`src/rtl/bi_gry_and_gry_bi.sv`:
```
// Registered bidirectional binary <-> reflected Gray converter, one cycle latency.
// en selects direction per accepted word; the idle-direction output register holds.
module bi_gry_and_gry_bi #(
  parameter int WIDTH = 4
) (
  input  logic             clk,
  input  logic             rst,
  input  logic [WIDTH-1:0] din,
  input  logic             en,
  input  logic             in_valid,
  output logic [WIDTH-1:0] Binarycode,
  output logic [WIDTH-1:0] Graycode,
  output logic             out_valid,
  output logic             out_mode
);

  logic [WIDTH-1:0] bin_q, bin_d;
  logic [WIDTH-1:0] gray_q, gray_d;
  logic             valid_q, valid_d;
  logic             mode_q, mode_d;

  logic [WIDTH-1:0] gray_to_bin;
  logic [WIDTH-1:0] bin_to_gray;

  // Bit i of the decoded value is the XOR of din[WIDTH-1:i]; the shifted
  // reduction avoids a self-referencing chain inside the block.
  always_comb begin
    gray_to_bin = '0;
    for (int i = 0; i < WIDTH; i++) begin
      gray_to_bin[i] = ^(din >> i);
    end
    bin_to_gray = din ^ (din >> 1);
  end

  // Conversion results are only steered into the registers when accepted, so
  // an undriven din while idle never reaches the outputs.
  always_comb begin
    bin_d   = bin_q;
    gray_d  = gray_q;
    mode_d  = mode_q;
    valid_d = 1'b0;
    if (in_valid) begin
      valid_d = 1'b1;
      mode_d  = en;
      if (en) begin
        bin_d = gray_to_bin;
      end else begin
        gray_d = bin_to_gray;
      end
    end
  end

  always_ff @(posedge clk) begin
    if (rst) begin
      bin_q   <= '0;
      gray_q  <= '0;
      valid_q <= 1'b0;
      mode_q  <= 1'b0;
    end else begin
      bin_q   <= bin_d;
      gray_q  <= gray_d;
      valid_q <= valid_d;
      mode_q  <= mode_d;
    end
  end

  assign Binarycode = bin_q;
  assign Graycode   = gray_q;
  assign out_valid  = valid_q;
  assign out_mode   = mode_q;

endmodule

```
`config.mk`:
```
export PLATFORM = sky130hd
export DESIGN_NAME = bi_gry_and_gry_bi
export DESIGN_NICKNAME = d
export VERILOG_FILES = /design/src/rtl/bi_gry_and_gry_bi.sv
export SDC_FILE = /design/constraint.sdc
export NUM_CORES = 1
export LEC_CHECK = 0
export BUFFER_PORTS_ARGS = -buffer_cell sky130_fd_sc_hd__buf_2
export CAP_MARGIN = 20
export CORE_AREA = 10 10 47 49
export CTS_CLUSTER_SIZE = 30
export DETAILED_ROUTE_END_ITERATION = 8
export DIE_AREA = 0 0 57 59
export PLACE_DENSITY = 0.59
export RECOVER_POWER = 50
export SLEW_MARGIN = 25
export SYNTH_ARGS = -nofsm -noshare
export SYNTH_HDL_FRONTEND = slang
export SYNTH_SLANG_ARGS = --single-unit
```
`constraint.sdc`:
```
create_clock -name clk -period 1.4 [get_ports clk]
set_input_delay 0 -clock clk [delete_from_list [all_inputs] [get_ports clk]]
set_output_delay 0 -clock clk [all_outputs]
set_load 0.05 [all_outputs]
```
# Yosys cells after proc, flatten, opt, wreduce, memory -nomap -nowiden
# Index checks and enable logic that the tools add are counted.
[op_classes] reduce_logical=6 bitwise_logic=2 n_mux=1
[op_table] cell="XOR reduction 4 bit" n=4
[op_table] cell="AND reduction 2 bit" n=2
[op_table] cell="bitwise XOR 4 x 3 -> 4 bit" n=1
[op_table] cell="2-to-1 mux 1 bit" n=1
[op_table] cell="inverter 1 bit" n=1
[totals] ff_bits=10 word_cells=13 input_bits=8

# Longest topological paths before layout
# Gate-level depths: netlist (run 1).
[depth] depth_word=2 depth_mapped=4 ltp_nobuf=3

# Worst setup path after synthesis (run 1)
# OpenSTA, ideal clock, no wires.
[synth_timing] kind="register to register" start="register, netlist name Binarycode[0]" end="register bin_q[0] (netlist: Binarycode[0])" arrival_ns=0.902 synth_period_minus_slack_ns=0.981 path_stages_with_launch=3 setup_ns=0.079 setup_slack_ns=0.419 path_buffers=0 path_cell_list="dfxtp_1 nor2_1 a211oi_2"
[synth_lines] element="end signal, assigned" line="60" rtl="bin_q <= bin_d;"
[synth_lines] element="end, declared" line="17" rtl="logic [WIDTH-1:0] bin_q, bin_d;"

# Final worst setup path (run 1)
[layout_timing] start="input in_valid" end="register gray_q[3] (netlist: Graycode[3])"
[layout_via] elab_chain_cells=1
[layout_rtl] element="start, declared" line="10" rtl="input logic in_valid,"
[layout_rtl] element="AND reduction 2 bit (no source line)"
[layout_rtl] element="end signal, assigned" line="61" rtl="gray_q <= gray_d;"
[layout_rtl] element="end, declared" line="18" rtl="logic [WIDTH-1:0] gray_q, gray_d;"
# No other way between the ends.
# A chain may end at the register's enable or synchronous reset.

==> results of run 1 <==
cells by family (layout without fill, tap and decap cells):
group,after synthesis,count (layout),synth area share (%)
compound gates,8,8,15.1
xor+xnor,5,5,12.9
simple gates,14,14,16.7
mux,1,1,2.52
flops,10,10,50.5
buf+inv,2,21,2.21
final cells by class:
cell class	count	area, um^2	share of cell area [%]
repair buffers	18	86.3	16.7
well taps	16	20.0	3.87
clock buffers	3	22.5	4.36
multi-input cells	28	188	36.3
flip-flops and latches	10	200	38.7
stage by stage:
stage | setup WS, ns | util (%) | instance area [um^2] | power (mW) | std cells
global placement | 0.509 | 35.2 | 493 | 0.473 | 71
detailed placement | 0.490 | 35.2 | 493 | 0.474 | 71
floorplan | 0.419 | - | 397 | 0.433 | 40
global route | 0.117 | 36.9 | 517 | 0.689 | 75
finish | 0.211 | 36.9 | 517 | 0.649 | 75
CTS | 0.216 | 37.5 | 526 | 0.663 | 75
placed cells by master, fill, tap and decap left out, drive strengths merged, types with 2 or more instances in the layout:
master,count
dfxtp,10
buf,10
clkbuf,10
nor2,6
a211oi,5
xnor2,4
nand2,3
a21oi,2
nor2b,2
final timing paths:
kind / from / to / slack (ns) / cells after the start
worst max-delay path: in_valid / Graycode[3] / 0.21 / 5
worst min-delay path: din[3] / Binarycode[3] / 0.03 / 3
worst max register to register: Graycode[1] / Graycode[1] / 0.73 / 2
worst min register to register: Binarycode[3] / Binarycode[3] / 0.46 / 2
registers in the layout (all words and copies together), names as in the netlist:
signal      count
out_valid       1
out_mode        1
Graycode        4
Binarycode      4
worst min-delay path, stage by stage:
cell and delay [ns]:
buf_2 0.13, nand2_1 0.06, a21oi_1 0.05
power by group through the flow:
stage	Clock, mW	Sequential (mW)	Combinational (mW)
4_1_cts	0.192	0.311	0.159
3_3_place_gp	0	0.316	0.156
6_report	0.185	0.311	0.153
5_1_grt	0.212	0.313	0.164
3_5_place_dp	0	0.317	0.157
2_1_floorplan	0	0.380	0.0531
routing by layer:
| layer | share of wire [%] | global-route usage (%) | vias up |
|---|---|---|---|
| met2 | 40 | 7.44 | 12 |
| met3 | 8.8 | 3.22 | 2 |
| met5 | 0 | 0 | - |
| met1 | 50 | 6.22 | 140 |
| met4 | 1.1 | 5.03 | 0 |
| li1 | - | - | 172 |
==> flow_metrics.py, run 1 <==
metrics = {
    "placed_design": {
        "gp_congestion": 0.667,
        "port_buffers": 17,
        "hpwl_um": 728,
    },
    "pwr": {
        "p_int_mw": 0.446,
        "p_leak_nw": 0.207,
        "switching_power_mw": 0.203,
        "p_sw_share_pct": 31.3,
        "power_per_cell_area_nw_per_um2": 1260,
        "clkPwrFrac_pct": 28.5,
        "p_seq_share_pct": 47.9,
        "ir_drop_mv": 0.399,
        "p_comb_share_pct": 23.6,
    },
    "die": {
        "floorplan.initialDensity_pct": 28.3,
        "fp.dieH_um": 59,
        "die_x_um": 57,
        "die_area_um2": 3360,
        "fp.coreArea_um2": 1400,
        "std_cell_rows": 14,
        "ios": 18,
    },
    "worst_setup_path": {
        "critPathMaxFanout": 7,
        "critical_path.cell_chain": "dlygate4sd3_1 -> buf_2 -> nor2b_1 -> mux2i_1 -> nor2_1",
        "cp_num_buf_inv": 2,
        "critPathArrivalTime_ns": 1.33,
        "cp.required_ns": 1.54,
        "max_stage_delay_ns": 0.51,
        "critPathCaptureType": "flip-flop",
        "start_kind": "input pin",
        "critPathTopFamily": "buffers and inverters",
        "crit_path_top_delay_cell": "dlygate4sd3_1",
        "critPathKind": "input pin to flip-flop",
    },
    "final_layout": {
        "n_antenna_cell": 0,
        "area_delta_synth_final_pct": 30.3,
        "drive_gt1_share_pct": 25.4,
        "nets": 69,
        "fill_cells": 154,
    },
    "clocking": {
        "cts_tree": "done",
        "holdBufCountCts": 1,
        "cts_buffer_depth": 2,
        "clock_latency_ns": 0.25,
        "cts.clk_slew.worst_paths_ns": 0.06,
        "cts_max_level": 1,
        "root_buffer": "clkbuf_4",
        "cts_setup_buffers": 0,
        "cts_repair_resize_count": 0,
        "numCtsBuffers": 3,
        "cts.sinks": 10,
    },
    "yosys": {
        "synth-seq-area-share_pct": 50.5,
        "yosysMostFrequentCell": "dfxtp_1",
        "ys_ff_latch": 10,
        "synth_common_cells": "10 x dfxtp_1, 6 x nor2_1, 4 x a211oi_1",
        "ys.warnings.count": 0,
        "postSynthAreaPerCell_um2": 9.92,
        "postSynth.asyncResetShare_pct": 0,
        "synth_cells": 40,
        "synth_area_um2": 397,
        "synth_top_area_share_pct": 50.5,
        "synth-main-ff-cell": "dfxtp_1",
        "synth_largest_area_cell": "dfxtp_1",
        "syn-num-nets": 48,
        "synth_area_leaders": "dfxtp_1 50%, a211oi_1 7.6%, xnor2_1 6.6%",
        "synth_edf_count": 0,
        "ys_types": 17,
    },
    "route": {
        "wl_um": 904,
        "dr.pass1.iters": 3,
        "drt-vias-per-instance": 4.35,
        "vias": 326,
        "drc": 0,
        "drtAntennaViolNets": 0,
        "first_iter_violations": 3,
        "avgRoutedWirePerCell_um": 12.1,
    },
    "timing": {
        "fin_tns_setup_ns": 0,
        "layout_min_cycle_time_ns": 1.19,
        "clock_skew_ns": 0,
        "timing.fmax_ghz": 0.841,
        "finalHoldViolCount": 0,
        "fin_worst_hold_slack_ns": 0.0305,
        "finalSetupViolCount": 0,
        "tightest_slew_ns": 0.608,
        "timing.final.crit_share_pct": 84.9,
        "slew_violations": 0,
        "relSlewSlack_pct": 59.6,
        "rsz0062_at_grt": "no",
    },
    "global_routing": {
        "grt_pass1_wl_mm": 1.48,
        "grt_overflow": 0,
        "grt_max_degree": 12,
        "grt_usage_pct": 5.63,
        "grt_pass1_vias": 360,
        "antenna_found_initial": 0,
    },
    "worst_hold_path": {
        "hp-class": "input pin to flip-flop",
    },
    "flow_run": {
        "maxCapViolCount": 0,
    },
    "status": {
        "status": "finished clean",
    },
}
No activity file was read; power rests on OpenSTA's default activity.
==> run 2: changes to the inputs <==
--- a/config.mk
+++ b/config.mk
@@ -11,7 +11,7 @@
 export CTS_CLUSTER_SIZE = 30
 export DETAILED_ROUTE_END_ITERATION = 8
 export DIE_AREA = 0 0 57 59
-export PLACE_DENSITY = 0.59
+export PLACE_DENSITY = 0.61
 export RECOVER_POWER = 50
 export SLEW_MARGIN = 25
 export SYNTH_ARGS = -nofsm -noshare
==> constraint.sdc (replaced) <==
create_clock -name clk -period 1 [get_ports clk]
set_input_delay 0 -clock clk [delete_from_list [all_inputs] [get_ports clk]]
set_output_delay 0 -clock clk [all_outputs]
set_load 0.05 [all_outputs]
==> run 2 against run 1 <==
Sequential power is 40% higher. Register-to-register slack got worse by 0.43 ns. Via count fell by 1.2%. Core utilization is 0.36 points higher. Final area is 0.97% higher. Clock-buffer cell count stayed put. Largest power group unchanged. Clock power increased by 41%. Highest routed layer unchanged.
==> flow_metrics.py, run 2 (synthesis results as in run 1) <==
metrics = {
    "die": {
        "die_area_um2": 3360,
        "die_x_um": 57,
        "ios": 18,
        "std_cell_rows": 14,
        "fp.dieH_um": 59,
        "fp.coreArea_um2": 1400,
        "floorplan.initialDensity_pct": 28.3,
    },
    "worst_setup_path": {
        "critical_path.cell_chain": "buf_2",
        "setup.worst_path.start": "Graycode[2]",
        "cp_num_buf_inv": 1,
        "critPathArrivalTime_ns": 0.85,
        "critPathKind": "flip-flop to output port",
        "critPathTopFamily": "flip-flops",
        "cp.required_ns": 1.00,
        "start_kind": "flip-flop",
        "reg2reg_slack_ns": 0.30,
        "max_stage_delay_ns": 0.33,
        "reg2reg_from": "Binarycode[2]",
        "r2r-end": "Binarycode[2]",
        "critPathMaxFanout": 2,
        "ff2ff_path_depth": 2,
        "crit_path_top_delay_cell": "dfxtp_1",
        "critPathCaptureType": "output port",
    },
    "timing": {
        "finalSetupViolCount": 0,
        "clock_skew_ns": 0,
        "fin_tns_setup_ns": 0,
        "fin_worst_hold_slack_ns": 0.0163,
        "slew_violations": 0,
        "timing.fmax_ghz": 1.18,
        "relSlewSlack_pct": 68.6,
        "timing.final.crit_share_pct": 84.9,
        "finalHoldViolCount": 0,
        "rsz0062_at_grt": "no",
        "tightest_slew_ns": 0.471,
        "layout_min_cycle_time_ns": 0.849,
    },
    "clocking": {
        "cts.clk_slew.worst_paths_ns": 0.06,
        "clock_latency_ns": 0.25,
        "numCtsBuffers": 3,
        "cts_buffer_depth": 2,
        "root_buffer": "clkbuf_4",
        "holdBufCountCts": 0,
        "cts_max_level": 1,
        "cts_setup_buffers": 0,
        "cts_tree": "done",
        "cts_repair_resize_count": 0,
        "cts.sinks": 10,
    },
    "final_layout": {
        "design_area_um2": 522,
        "area_delta_synth_final_pct": 31.5,
        "nets": 69,
        "drive_gt1_share_pct": 37.3,
        "n_antenna_cell": 0,
        "final_cell_mix": "16 x buf_2, 10 x dfxtp_1, 6 x nor2_1",
        "final_util_pct": 37.2,
        "final_common_cell": "buf_2",
    },
    "worst_hold_path": {
        "min_from": "in_valid",
        "hold_end": "out_valid",
        "hp-class": "input pin to flip-flop",
        "min_path_cells": 2,
    },
    "global_routing": {
        "grt_usage_pct": 5.94,
        "grt_pass1_vias": 359,
        "grt_pass1_wl_mm": 1.56,
        "grt_overflow": 0,
        "antenna_found_initial": 0,
        "grt_max_degree": 12,
    },
    "placed_design": {
        "gp_congestion": 0.726,
        "port_buffers": 17,
        "place_area_um2": 500,
        "hpwl_um": 722,
    },
    "route": {
        "dr.pass1.iters": 4,
        "vias": 322,
        "drt-vias-per-instance": 4.29,
        "drc": 0,
        "drtAntennaViolNets": 0,
        "avgRoutedWirePerCell_um": 12.2,
        "wl_um": 915,
        "first_iter_violations": 3,
    },
    "pwr": {
        "power_per_cell_area_nw_per_um2": 1750,
        "p_leak_nw": 0.232,
        "ir_drop_mv": 0.706,
    },
    "flow_run": {
        "maxCapViolCount": 0,
    },
    "status": {
        "status": "finished clean",
    },
}
## run 2: area by class of cell
cell class                 count  area [um^2]
sequential                    10          200
tap                           16         20.0
timing repair buffer          18         91.3
clock buffer                   3         22.5
multi-input combinational     28          188
fill                         162          880
## run 2: worst max path at each step
stage | end | cells past startpoint
after global routing | Binarycode[0] | 1
after floorplan | Binarycode[0] | 2
after detailed placement | Binarycode[0] | 4
after global placement | Binarycode[0] | 4
final | Graycode[2] | 1
after CTS | Binarycode[0] | 1
## run 2: routing by layer
layer  global-route usage (%)  routed length (um)  up-vias
met5                        0                   0        -
met2                     7.60                 353       12
met3                     3.65                  83        2
li1                         -                   -      175
met1                     7.06                 465      133
met4                     4.03                  14        0
## run 2: power breakdown
group	leakage, nW	switching, mW	total [mW]	internal, mW
sequential	0.0824	0.0103	0.434	0.424
clock	0.0138	0.122	0.260	0.138
combinational	0.136	0.154	0.220	0.0668
total	0.232	0.286	0.914	0.629
## run 2: metrics by stage
stage,total power [mW],setup WS (ns),instances
2_1_floorplan,0.606,0.0191,40
3_3_place_gp,0.666,0.226,72
3_5_place_dp,0.666,0.198,72
4_1_cts,0.934,0.135,75
5_1_grt,0.977,0.0901,75
6_report,0.914,0.151,75
==> run 3: changes to the inputs <==
--- a/config.mk
+++ b/config.mk
@@ -11,7 +11,7 @@
 export CTS_CLUSTER_SIZE = 30
 export DETAILED_ROUTE_END_ITERATION = 8
 export DIE_AREA = 0 0 57 59
-export PLACE_DENSITY = 0.61
+export PLACE_DENSITY = 0.59
 export RECOVER_POWER = 50
 export SLEW_MARGIN = 25
 export SYNTH_ARGS = -nofsm -noshare
==> constraint.sdc (replaced) <==
create_clock -name clk -period 0.84 [get_ports clk]
set_input_delay 0 -clock clk [delete_from_list [all_inputs] [get_ports clk]]
set_output_delay 0 -clock clk [all_outputs]
set_load 0.05 [all_outputs]
==> run 3 against run 2 <==
First-iteration DRC count fell by 33%. Clock-buffer cell count did not move. Critical path depth did not move. Wire length rose by 3.4%. Final area rose by 6.2%. Register-to-register slack got worse by 0.12 ns. Non-clock buffer count rose by 1. Global-route usage barely moved. Worst setup slack got worse by 0.11 ns. Combinational power rose by 26%. Critical endpoint is now Graycode[1].
==> flow_metrics.py, run 3 (synthesis results as in run 1) <==
metrics = {
    "final_layout": {
        "fin_cells": 76,
        "register_area_um2": 206,
        "fill_cells": 164,
        "drive_gt1_share_pct": 41.7,
        "area_delta_synth_final_pct": 39.7,
        "multi_input_area_um2": 180,
        "final_cell_mix": "9 x buf_4, 6 x nor2_1",
        "final_common_cell": "buf_4",
        "n_antenna_cell": 0,
        "nets": 70,
    },
    "die": {
        "fp.dieH_um": 59,
        "std_cell_rows": 14,
        "die_x_um": 57,
        "floorplan.initialDensity_pct": 28.3,
        "ios": 18,
        "fp.coreArea_um2": 1400,
        "die_area_um2": 3360,
    },
    "route": {
        "first_iter_violations": 2,
        "dr.pass1.iters": 3,
        "drtAntennaViolNets": 0,
        "vias": 351,
        "avgRoutedWirePerCell_um": 12.4,
        "drc": 0,
        "wl_um": 946,
        "drt-vias-per-instance": 4.62,
    },
    "timing": {
        "finalSetupViolCount": 0,
        "fin_tns_setup_ns": 0,
        "tightest_slew_ns": 0.416,
        "relSlewSlack_pct": 72.1,
        "layout_setup_ws_ns": 0.0386,
        "finalHoldViolCount": 0,
        "timing.final.crit_share_pct": 95.4,
        "clock_skew_ns": 0,
        "timing.fmax_ghz": 1.25,
        "rsz0062_at_grt": "no",
        "layout_min_cycle_time_ns": 0.801,
        "slew_violations": 0,
    },
    "clocking": {
        "cts.sinks": 10,
        "root_buffer": "clkbuf_4",
        "cts_tree": "done",
        "cts_setup_buffers": 0,
        "cts_buffer_depth": 2,
        "cts_max_level": 1,
        "numCtsBuffers": 3,
        "cts.clk_slew.worst_paths_ns": 0.06,
        "clock_latency_ns": 0.26,
    },
    "pwr": {
        "power_per_cell_area_nw_per_um2": 2020,
        "p_leak_nw": 0.231,
        "ir_drop_mv": 0.669,
    },
    "worst_setup_path": {
        "critPathArrivalTime_ns": 0.80,
        "cp_num_buf_inv": 1,
        "cp.depth": 1,
        "start_kind": "flip-flop",
        "max_stage_delay_ns": 0.32,
        "critPathTopFamily": "flip-flops",
        "setup.worst_path.start": "Graycode[1]",
        "reg2reg_from": "Binarycode[2]",
        "critPathCaptureType": "output port",
        "critPathMaxFanout": 2,
        "endpoint": "Graycode[1]",
        "critPathKind": "flip-flop to output port",
        "crit_path_top_delay_cell": "dfxtp_2",
        "ff2ff_path_depth": 2,
        "r2r-end": "Binarycode[2]",
        "reg2reg_slack_ns": 0.18,
        "cp.required_ns": 0.84,
        "critical_path.cell_chain": "clkbuf_4",
    },
    "status": {
        "status": "finished clean",
    },
    "placed_design": {
        "place_ws_ns": 0.0108,
        "placed_cells": 72,
        "gp_congestion": 0.704,
        "hpwl_um": 714,
        "port_buffers": 17,
    },
    "global_routing": {
        "grt_max_degree": 12,
        "grt_overflow": 0,
        "antenna_found_initial": 0,
        "grt_pass1_wl_mm": 1.55,
        "grt_usage_pct": 5.90,
        "grt_pass1_vias": 386,
    },
    "flow_run": {
        "maxCapViolCount": 0,
    },
    "worst_hold_path": {
        "hp-class": "input pin to flip-flop",
    },
}
run 3: cell count changes in the layout (fill, tap and decap cells not counted), sizes merged:
cell         before  now
buf              17   14
dlygate4sd3       0    1
clkbuf            4    7
run 3: worst reg2reg max path: stages, from the launching register on:
cell and delay (ns):
dfxtp_1 0.33, nor2_1 0.05, a211oi_1 0.20
run 3: metrics by stage:
step	hold WS (ns)	cell area, um^2	power, mW	util (%)
floorplan	0.0716	408	0.728	-
global placement	0.267	512	0.799	36.5
detailed placement	0.265	512	0.799	36.5
CTS	0.0129	564	1.14	40.3
global route	0.0203	554	1.18	39.6
finish	0.0150	554	1.12	39.6
run 3: timing repair:
action | CTS | global route
pin swaps | 0 | 0
hold buffers | 1 | 0
hold endpoints to repair | 1 | 0
endpoints found under the setup margin | 8 | 2
resized for setup | 8 | 2
run 3: where the power goes:
part	switching, mW	internal [mW]	total (mW)
registers	0.0139	0.507	0.521
clock network	0.154	0.165	0.320
logic	0.182	0.0954	0.277
total	0.350	0.768	1.12
run 3: routing by layer:
layer / part of all wire [%] / vias up / GRT usage [%] / routed length [um]
met4: 2.0 / 0 / 5.03 / 19
met2: 46 / 12 / 9.46 / 437
li1: - / 176 / - / -
met3: 11 / 4 / 3.43 / 103
met5: 0 / - / 0 / 0
met1: 41 / 159 / 5.27 / 385
run 3: final cells by class:
| cell class | count | area share, % |
|---|---|---|
| timing repair buffer | 19 | 22.6 |
| sequential | 10 | 37.2 |
| tap | 16 | 3.61 |
| multi-input combinational | 28 | 32.5 |
| clock buffer | 3 | 4.06 |
run 3: worst min path at each step:
| stage | startpoint | end | cells past startpoint |
|---|---|---|---|
| floorplan | rst | out_valid | 1 |
| global placement | in_valid | out_valid | 2 |
| detailed placement | in_valid | out_valid | 2 |
| CTS | din[3] | Binarycode[3] | 3 |
| global route | din[3] | Binarycode[3] | 3 |
| finish | din[3] | Binarycode[3] | 3 |
